[src/rtl/ssp_tx_framer.sv]
// Byte FIFO plus MSB-first SSP serialiser (ssp_clk / ssp_frame / ssp_din) clocked from ck_1356meg.
// Optional build macro SSP_TEST_PATTERN_EN replaces the FIFO source with a repeating DE AD BE EF pattern when test_mode=1.
module ssp_tx_framer #(
  parameter int FIFO_DEPTH = 4,
  parameter int CLK_DIV    = 4
) (
  input  logic                          ck_1356meg,
  input  logic                          nrst,
  input  logic [7:0]                    wr_data,
  input  logic                          wr_valid,
  output logic                          wr_ready,
  input  logic                          enable,
  input  logic                          test_mode,
  output logic                          ssp_clk,
  output logic                          ssp_frame,
  output logic                          ssp_din,
  output logic [$clog2(FIFO_DEPTH):0]   fifo_level,
  output logic                          busy
);

  localparam int PTR_W = $clog2(FIFO_DEPTH);
  localparam int LVL_W = PTR_W + 1;
  localparam int DIV_W = (CLK_DIV > 1) ? $clog2(CLK_DIV) : 1;
  localparam logic [DIV_W-1:0] DIV_LAST  = DIV_W'(CLK_DIV - 1);
  localparam logic [LVL_W-1:0] LVL_FULL  = LVL_W'(FIFO_DEPTH);

  typedef enum logic {IDLE, SHIFT} state_t;

  state_t           state;
  logic [2:0]       bit_cnt;
  logic [6:0]       shreg;
  logic [DIV_W-1:0] div_cnt;

  logic [7:0]       mem [FIFO_DEPTH];
  logic [PTR_W-1:0] wr_ptr;
  logic [PTR_W-1:0] rd_ptr;
  logic [LVL_W-1:0] level;

  logic       push;
  logic       pop;
  logic       clk_run;
  logic       tick;
  logic       fall_tick;
  logic       at_boundary;
  logic       load;
  logic       src_avail;
  logic       src_fifo;
  logic [7:0] src_byte;

  // ---------------------------------------------------------------------------
  // Byte FIFO
  // ---------------------------------------------------------------------------
  assign wr_ready   = (level < LVL_FULL);
  assign push       = wr_valid & wr_ready;
  assign fifo_level = level;

  // NOTE: the storage array has no reset; the pointers and level alone define
  // which entries are valid, so clearing the data would only cost area.
  always_ff @(posedge ck_1356meg) begin
    if (push) mem[wr_ptr] <= wr_data;
  end

  // NOTE: every sequential assignment is non-blocking so all registers sample
  // the pre-edge values and simulation order between blocks cannot matter.
  always_ff @(posedge ck_1356meg or negedge nrst) begin
    if (!nrst) begin
      wr_ptr <= '0;
      rd_ptr <= '0;
      level  <= '0;
    end else begin
      if (push) wr_ptr <= wr_ptr + 1'b1;
      if (pop)  rd_ptr <= rd_ptr + 1'b1;
      case ({push, pop})
        2'b10:   level <= level + 1'b1;
        2'b01:   level <= level - 1'b1;
        default: level <= level;
      endcase
    end
  end

  // ---------------------------------------------------------------------------
  // ssp_clk divider, gated off while idle and disabled
  // ---------------------------------------------------------------------------
  assign clk_run   = (state == SHIFT) | enable;
  assign tick      = clk_run & (div_cnt == DIV_LAST);
  assign fall_tick = tick & ssp_clk;

  always_ff @(posedge ck_1356meg or negedge nrst) begin
    if (!nrst) begin
      div_cnt <= '0;
      ssp_clk <= 1'b0;
    end else if (!clk_run) begin
      div_cnt <= '0;
      ssp_clk <= 1'b0;
    end else if (tick) begin
      div_cnt <= '0;
      ssp_clk <= ~ssp_clk;
    end else begin
      div_cnt <= div_cnt + 1'b1;
    end
  end

  // ---------------------------------------------------------------------------
  // Byte source selection
  // ---------------------------------------------------------------------------
`ifdef SSP_TEST_PATTERN_EN
  logic [1:0] pat_idx;
  logic [7:0] pat_byte;

  always_comb begin
    unique case (pat_idx)
      2'd0:    pat_byte = 8'hDE;
      2'd1:    pat_byte = 8'hAD;
      2'd2:    pat_byte = 8'hBE;
      default: pat_byte = 8'hEF;
    endcase
  end

  // Index restarts whenever a boundary sees test_mode low, so a fresh
  // pattern run always begins with DE.
  always_ff @(posedge ck_1356meg or negedge nrst) begin
    if (!nrst) begin
      pat_idx <= '0;
    end else if (fall_tick && at_boundary) begin
      if (!test_mode) pat_idx <= '0;
      else if (load)  pat_idx <= pat_idx + 1'b1;
    end
  end
`else
  // test_mode has no function in this build.
  logic unused_test_mode;
  assign unused_test_mode = test_mode;
`endif

  // NOTE: every output of this block gets a default first, so no path through
  // the conditional overrides can leave one unassigned and infer a latch.
  always_comb begin
    src_avail = (level != '0);
    src_fifo  = 1'b1;
    src_byte  = mem[rd_ptr];
`ifdef SSP_TEST_PATTERN_EN
    if (test_mode) begin
      src_avail = 1'b1;
      src_fifo  = 1'b0;
      src_byte  = pat_byte;
    end
`endif
  end

  // ---------------------------------------------------------------------------
  // Serialiser state machine, advanced only on falling ssp_clk ticks
  // ---------------------------------------------------------------------------
  assign at_boundary = (state == IDLE) | (bit_cnt == 3'd7);
  assign load        = fall_tick & at_boundary & enable & src_avail;
  assign pop         = load & src_fifo;
  assign busy        = (state == SHIFT);

  always_ff @(posedge ck_1356meg or negedge nrst) begin
    if (!nrst) begin
      state     <= IDLE;
      bit_cnt   <= '0;
      shreg     <= '0;
      ssp_din   <= 1'b0;
      ssp_frame <= 1'b0;
    end else if (fall_tick) begin
      if (!at_boundary) begin
        ssp_din   <= shreg[6];
        shreg     <= {shreg[5:0], 1'b0};
        bit_cnt   <= bit_cnt + 3'd1;
        ssp_frame <= 1'b0;
      end else if (load) begin
        // Bit 7 goes straight to the pin; the remaining seven wait in shreg.
        ssp_din   <= src_byte[7];
        shreg     <= src_byte[6:0];
        ssp_frame <= 1'b1;
        bit_cnt   <= '0;
        state     <= SHIFT;
      end else begin
        ssp_din   <= 1'b0;
        ssp_frame <= 1'b0;
        bit_cnt   <= '0;
        state     <= IDLE;
      end
    end
  end

endmodule

[config.mk]
export PLATFORM = sky130hd
export DESIGN_NAME = ssp_tx_framer
export DESIGN_NICKNAME = d
export VERILOG_FILES = /design/src/rtl/ssp_tx_framer.sv
export SDC_FILE = /design/constraint.sdc
export NUM_CORES = 1
export LEC_CHECK = 0
export ABC_AREA = 1
export CAP_MARGIN = 20
export CORE_ASPECT_RATIO = 1.25
export CORE_MARGIN = 2
export CORE_UTILIZATION = 25
export DETAILED_ROUTE_END_ITERATION = 6
export PLACE_DENSITY = 0.48
export SYNTH_ARGS = -nofsm -noshare
export SYNTH_HDL_FRONTEND = slang
export SYNTH_SLANG_ARGS = --single-unit
export TNS_END_PERCENT = 20
[constraint.sdc]
create_clock -name ck_1356meg -period 5.6 [get_ports ck_1356meg]
set_clock_uncertainty 0.15 [all_clocks]
set_input_delay 0.56 -clock ck_1356meg [delete_from_list [all_inputs] [get_ports ck_1356meg]]
set_output_delay 0.56 -clock ck_1356meg [all_outputs]
set_load 0.1 [all_outputs]
==> results.sh, run 1 <==
export IMPL_fin_setup_tns_ns=0
export IMPL_worst_slack_ns=2.95
export IMPL_viasPerCell=4.06
export IMPL_timing_hold_violations_final=0
export IMPL_slew_headroom=0.349
export IMPL_whs_path_depth=1
export IMPL_rr_endpoint="fifo_level[1]"
export IMPL_hold_worst_slack_ns=0.281
export IMPL_ctsHoldBuffers=0
export IMPL_grt_total_usage=0.0922
export IMPL_firstDrtPassIters=4
export IMPL_crit_chain="inv_1 > clkdlybuf4s50_1"
export IMPL_grt_pass1_wl_um=7420
export IMPL_worstPathArrival_ns=1.94
export IMPL_slowest_delay_ns=1.14
export IMPL_regToRegSetupSlack_ns=3.15
export IMPL_startpoint_type="register"
export IMPL_p_leak_nw=1.22
export IMPL_overflow=0
export IMPL_syn2layout_area_growth_pct=19.8
export IMPL_post_dp_hpwl_um=3050
export IMPL_initial_core_util=0.255
export IMPL_hp_class="reg -> reg"
export IMPL_drv_cap=0
export IMPL_rr_startpoint="bit_cnt[0]"
export IMPL_num_rows=40
export IMPL_clkLatencyLatePin_ns=0.29
export IMPL_rsz0062_at_grt="no"
export IMPL_tightest_slew_ns=0.973
export IMPL_root_buffer="clkbuf_16"
export IMPL_min_to="div_cnt[0]"
export IMPL_final_common_cell="nand2_1"
export IMPL_core_area_mm2=0.00956
export IMPL_syn_num_nets=253
export IMPL_setup_viol_count_final=0
export IMPL_synth_area_mm2=0.00244
export IMPL_die_area_mm2=0.0106
export IMPL_wire_per_inst_um=11.4
export IMPL_cts_sinks=55
export IMPL_p_sw_frac=0.377
export IMPL_cts_buffers=5
export IMPL_critPathCaptureType="output pin"
export IMPL_hold_start="div_cnt[0]"
export IMPL_cp_required_ns=4.89
export IMPL_clkPwrFrac=0.246
export IMPL_power_frac_comb=0.323
export IMPL_antenna_found_initial=0
export IMPL_ctsResizeCount=0
export IMPL_switching_power_mw=0.465
export IMPL_grt_pass1_vias=1566
export IMPL_wl_um=4330
export IMPL_outcome="finished clean"
export IMPL_vias=1543
export IMPL_io_pins=21
export IMPL_drive_gt1_frac=0.0984
export IMPL_cts_tree="built"
export IMPL_seqPwrFrac=0.431
export IMPL_clock_path_buffers=2
export IMPL_worstSetupPathType="reg -> out"
export IMPL_yosysSeqAreaShare=0.630
export IMPL_crit_family="buffers and inverters"
export IMPL_place_congestion=0.713
export IMPL_portBuffers=19
export IMPL_syn_area_per_cell_um2=10.6
export IMPL_nNetsFinal=275
export IMPL_r2r_worst_path_cells=10
export IMPL_ant_nets=0
export IMPL_die_y_um=114
export IMPL_fillCellCount=984
export IMPL_final_cell_mix="nand2_1, nand3_1, edfxtp_1, dfrtp_1, clkdlybuf4s50_1"
export IMPL_die_w_um=92.3
export IMPL_path_max_fanout=3
export IMPL_critPathSlowestCell="clkdlybuf4s50_1"
export IMPL_drc=0
export IMPL_period_share=0.473
export IMPL_grt_max_degree=20
export IMPL_diodes=0
export IMPL_peakVddDrop_mv=0.136
export IMPL_cts_setup_buffers=0
export IMPL_fin_crit_ns=2.65
export IMPL_detail_route_iter0_violations=68
export IMPL_power_density_mw_per_mm2=423
export IMPL_p_int_mw=0.769
export IMPL_syn_inst=231
export IMPL_dp_slack_ns=2.66
export IMPL_clk_pin_slew_ns=0.07
export IMPL_clock_fmax_mhz=377
export IMPL_synth_seq_cells=55
export IMPL_ys_warn_count=0
export IMPL_drv_slew=0
export IMPL_cts_htree_levels=2
export IMPL_crit_buf_inv=2
export IMPL_synth_cell_types=25
-- stage by stage --
| stage | instance area, um^2 | std cells | power [mW] | util |
|---|---|---|---|---|
| detailed placement | 2780 | 372 | 0.945 | 0.290 |
| finish | 2920 | 380 | 1.23 | 0.305 |
| global placement | 2750 | 371 | 0.936 | 0.287 |
| global route | 2920 | 380 | 1.32 | 0.305 |
| floorplan | 2440 | 231 | 0.858 | - |
| CTS | 2920 | 380 | 1.25 | 0.305 |
-- power groups by stage --
stage / clock, mW / combinational, mW / sequential (mW)
floorplan: 0 / 0.245 / 0.613
global placement: 0 / 0.395 / 0.541
detailed placement: 0 / 0.404 / 0.541
CTS: 0.313 / 0.406 / 0.533
global route: 0.330 / 0.449 / 0.542
finish: 0.303 / 0.399 / 0.532
-- area by class of cell --
type	instances	area [um^2]	area share
clock buffers	5	125	0.0428
clock inverters	3	20.0	0.00686
inverters	19	73.8	0.0253
multi-input cells	152	790	0.270
flip-flops and latches	55	1540	0.526
well taps	126	158	0.0540
repair buffers	20	218	0.0746
-- per-layer routing --
layer,global-route usage,wire length (um),vias to the layer above
met3,0.0257,152,10
met5,0,0,-
met4,0.0537,140,0
met1,0.108,1970,712
li1,-,-,800
met2,0.152,2060,21
-- cells by family after synthesis --
group | after synthesis | share of synthesized area
flops | 55 | 0.630
mux | 1 | 0.00411
buf+inv | 24 | 0.0457
compound gates | 10 | 0.0221
fa+ha+maj | 9 | 0.0493
xor+xnor | 4 | 0.0144
simple gates | 128 | 0.234
-- registers in the layout, summed over array words and instances, names as in the netlist --
name and flops:
rd_ptr 2, div_cnt 2, wr_ptr 2, shreg 7, ssp_frame 1, ssp_din 1
bit_cnt 3, ssp_clk 1, busy 1, mem 32, fifo_level 3
-- cells in the mapped netlist, drive strengths merged --
master	count	area share
a21oi	3	0.0077
buf	4	0.014
clkbuf	1	0.0015
dfrtp	23	0.24
edfxtp	32	0.39
fa	1	0.0082
ha	8	0.041
inv	19	0.030
mux2i	1	0.0041
nand2	82	0.13
nand3	32	0.066
nor2	13	0.028
nor3	1	0.0067
o21ai	7	0.014
xnor2	1	0.0036
xor2	3	0.011
-- worst max path at each step --
stage | start | endpoint | slack (ns) | depth (start not counted)
2_1_floorplan | fifo_level[2] | fifo_level[2] | 2.30 | 8
3_3_place_gp | enable | fifo_level[2] | 2.64 | 13
3_5_place_dp | enable | fifo_level[2] | 2.66 | 13
4_1_cts | fifo_level[2] | wr_ready | 2.93 | 2
5_1_grt | enable | fifo_level[2] | 2.73 | 13
6_report | fifo_level[2] | wr_ready | 2.95 | 2
Power figures use the tool's default switching activity.
==> run 2: changes to the inputs <==
==> constraint.sdc (replaced) <==
create_clock -name ck_1356meg -period 2.6 [get_ports ck_1356meg]
set_clock_uncertainty 0.15 [all_clocks]
set_input_delay 0.26 -clock ck_1356meg [delete_from_list [all_inputs] [get_ports ck_1356meg]]
set_output_delay 0.26 -clock ck_1356meg [all_outputs]
set_load 0.1 [all_outputs]
==> run 2 against run 1 <==
Via count up 2.8%. Die area unchanged. Sequential power up 110%. Critical path depth up 11. Flip-flop and latch count unchanged. Hold slack worse by 0.096 ns. Combinational power up 120%. Register-to-register slack worse by 2.8 ns. Critical path type is now reg -> reg.
==> results.sh, run 2 (same netlist as run 1, synthesis figures left out) <==
export IMPL_outcome="finished clean"
export IMPL_regToRegSetupSlack_ns=0.39
export IMPL_diodes=0
export IMPL_portBuffers=19
export IMPL_top_regs="mem (32), shreg (7)"
export IMPL_ctsHoldBuffers=0
export IMPL_ctsResizeCount=0
export IMPL_clock_path_buffers=2
export IMPL_cts_sinks=55
export IMPL_dp_slack_ns=0.112
export IMPL_cts_tree="built"
export IMPL_root_buffer="clkbuf_16"
export IMPL_die_area_mm2=0.0106
export IMPL_drive_gt1_frac=0.198
export IMPL_path_max_fanout=4
export IMPL_power_density_mw_per_mm2=924
export IMPL_tightest_slew_ns=0.586
export IMPL_wire_per_inst_um=11.3
export IMPL_p_leak_nw=1.28
export IMPL_period_share=0.851
export IMPL_viasPerCell=4.08
export IMPL_setup_viol_count_final=0
export IMPL_startpoint_type="register"
export IMPL_final_util=0.315
export IMPL_core_area_mm2=0.00956
export IMPL_grt_max_degree=19
export IMPL_cp_required_ns=2.63
export IMPL_drc=0
export IMPL_clkLatencyLatePin_ns=0.29
export IMPL_worstSetupPathType="reg -> reg"
export IMPL_clock_fmax_mhz=452
export IMPL_cts_buffers=5
export IMPL_critPathCaptureType="register"
export IMPL_peakVddDrop_mv=0.294
export IMPL_fin_setup_tns_ns=0
export IMPL_rr_endpoint="fifo_level[2]"
export IMPL_wl_um=4390
export IMPL_num_rows=40
export IMPL_largest_reg_flops=32
export IMPL_syn2layout_area_growth_pct=23.5
export IMPL_final_cell_mix="nand2_1, nand3_1, edfxtp_1, dfrtp_1, buf_4"
export IMPL_p_total_mw=2.78
export IMPL_grt_pass1_wl_um=7210
export IMPL_slew_headroom=0.608
export IMPL_place_congestion=0.744
export IMPL_post_dp_hpwl_um=3140
export IMPL_r2r_worst_path_cells=13
export IMPL_cts_htree_levels=2
export IMPL_drv_slew=0
export IMPL_antenna_found_initial=0
export IMPL_die_y_um=114
export IMPL_final_common_cell="nand2_1"
export IMPL_detail_route_iter0_violations=73
export IMPL_nNetsFinal=284
export IMPL_largest_register="mem"
export IMPL_overflow=0
export IMPL_cts_setup_buffers=0
export IMPL_rr_startpoint="div_cnt[0]"
export IMPL_grt_total_usage=0.0895
export IMPL_io_pins=21
export IMPL_worstPathArrival_ns=2.24
export IMPL_timing_hold_violations_final=0
export IMPL_rsz0062_at_grt="no"
export IMPL_hp_class="in -> async"
export IMPL_worst_slack_ns=0.387
export IMPL_vias=1586
export IMPL_drv_cap=0
export IMPL_fin_crit_ns=2.21
export IMPL_initial_core_util=0.255
export IMPL_firstDrtPassIters=5
export IMPL_ant_nets=0
export IMPL_die_w_um=92.3
export IMPL_clk_pin_slew_ns=0.07
export IMPL_hold_worst_slack_ns=0.185
export IMPL_grt_pass1_vias=1516
==> run 2: metal layers <==
metal | wire (um) | vias to the layer above | track usage
li1 | - | 822 | -
met5 | 0 | - | 0
met4 | 125 | 0 | 0.0517
met2 | 2150 | 22 | 0.146
met1 | 2010 | 735 | 0.108
met3 | 101 | 7 | 0.0204
==> run 2: worst max-delay path by stage <==
stage                   from            end  slack (ns)  depth (start not counted)
2_1_floorplan  fifo_level[2]  fifo_level[2]       0.002                          8
3_3_place_gp          enable  fifo_level[2]        0.13                         13
3_5_place_dp          enable  fifo_level[2]        0.11                         13
4_1_cts           div_cnt[0]  fifo_level[2]        0.37                         13
5_1_grt           div_cnt[0]  fifo_level[2]        0.25                         13
6_report          div_cnt[0]  fifo_level[2]        0.39                         13
==> run 2: power breakdown <==
group / internal, mW / switching, mW / total (mW)
Combinational: 0.276 / 0.599 / 0.875
Clock: 0.459 / 0.305 / 0.764
Sequential: 1.04 / 0.102 / 1.14
==> run 2: worst max-delay path: stages, from the launching register on <==
cell,delay [ns]
dfrtp_1,0.35
ha_1,0.16
inv_2,0.06
nor2_2,0.13
nand2_2,0.09
nor2_4,0.13
nand2_2,0.06
inv_1,0.10
ha_4,0.13
inv_1,0.06
fa_2,0.34
a21oi_1,0.12
o21ai_1,0.09
xor2_1,0.14
==> run 2: layout make-up <==
class                   instances  area (um^2)
fillers                       970         6550
flip-flops and latches         55         1550
multi-input cells             152          812
repair buffers                 29          245
well taps                     126          158
clock buffers                   5          125
inverters                      19         77.6
clock inverters                 3         47.5
==> run 2: metrics by stage <==
stage                     area, um^2  std cells
after floorplan                 2470        231
after global placement          2840        381
after detailed placement        2840        381
after CTS                       3010        389
after global routing            3010        389
final                           3010        389
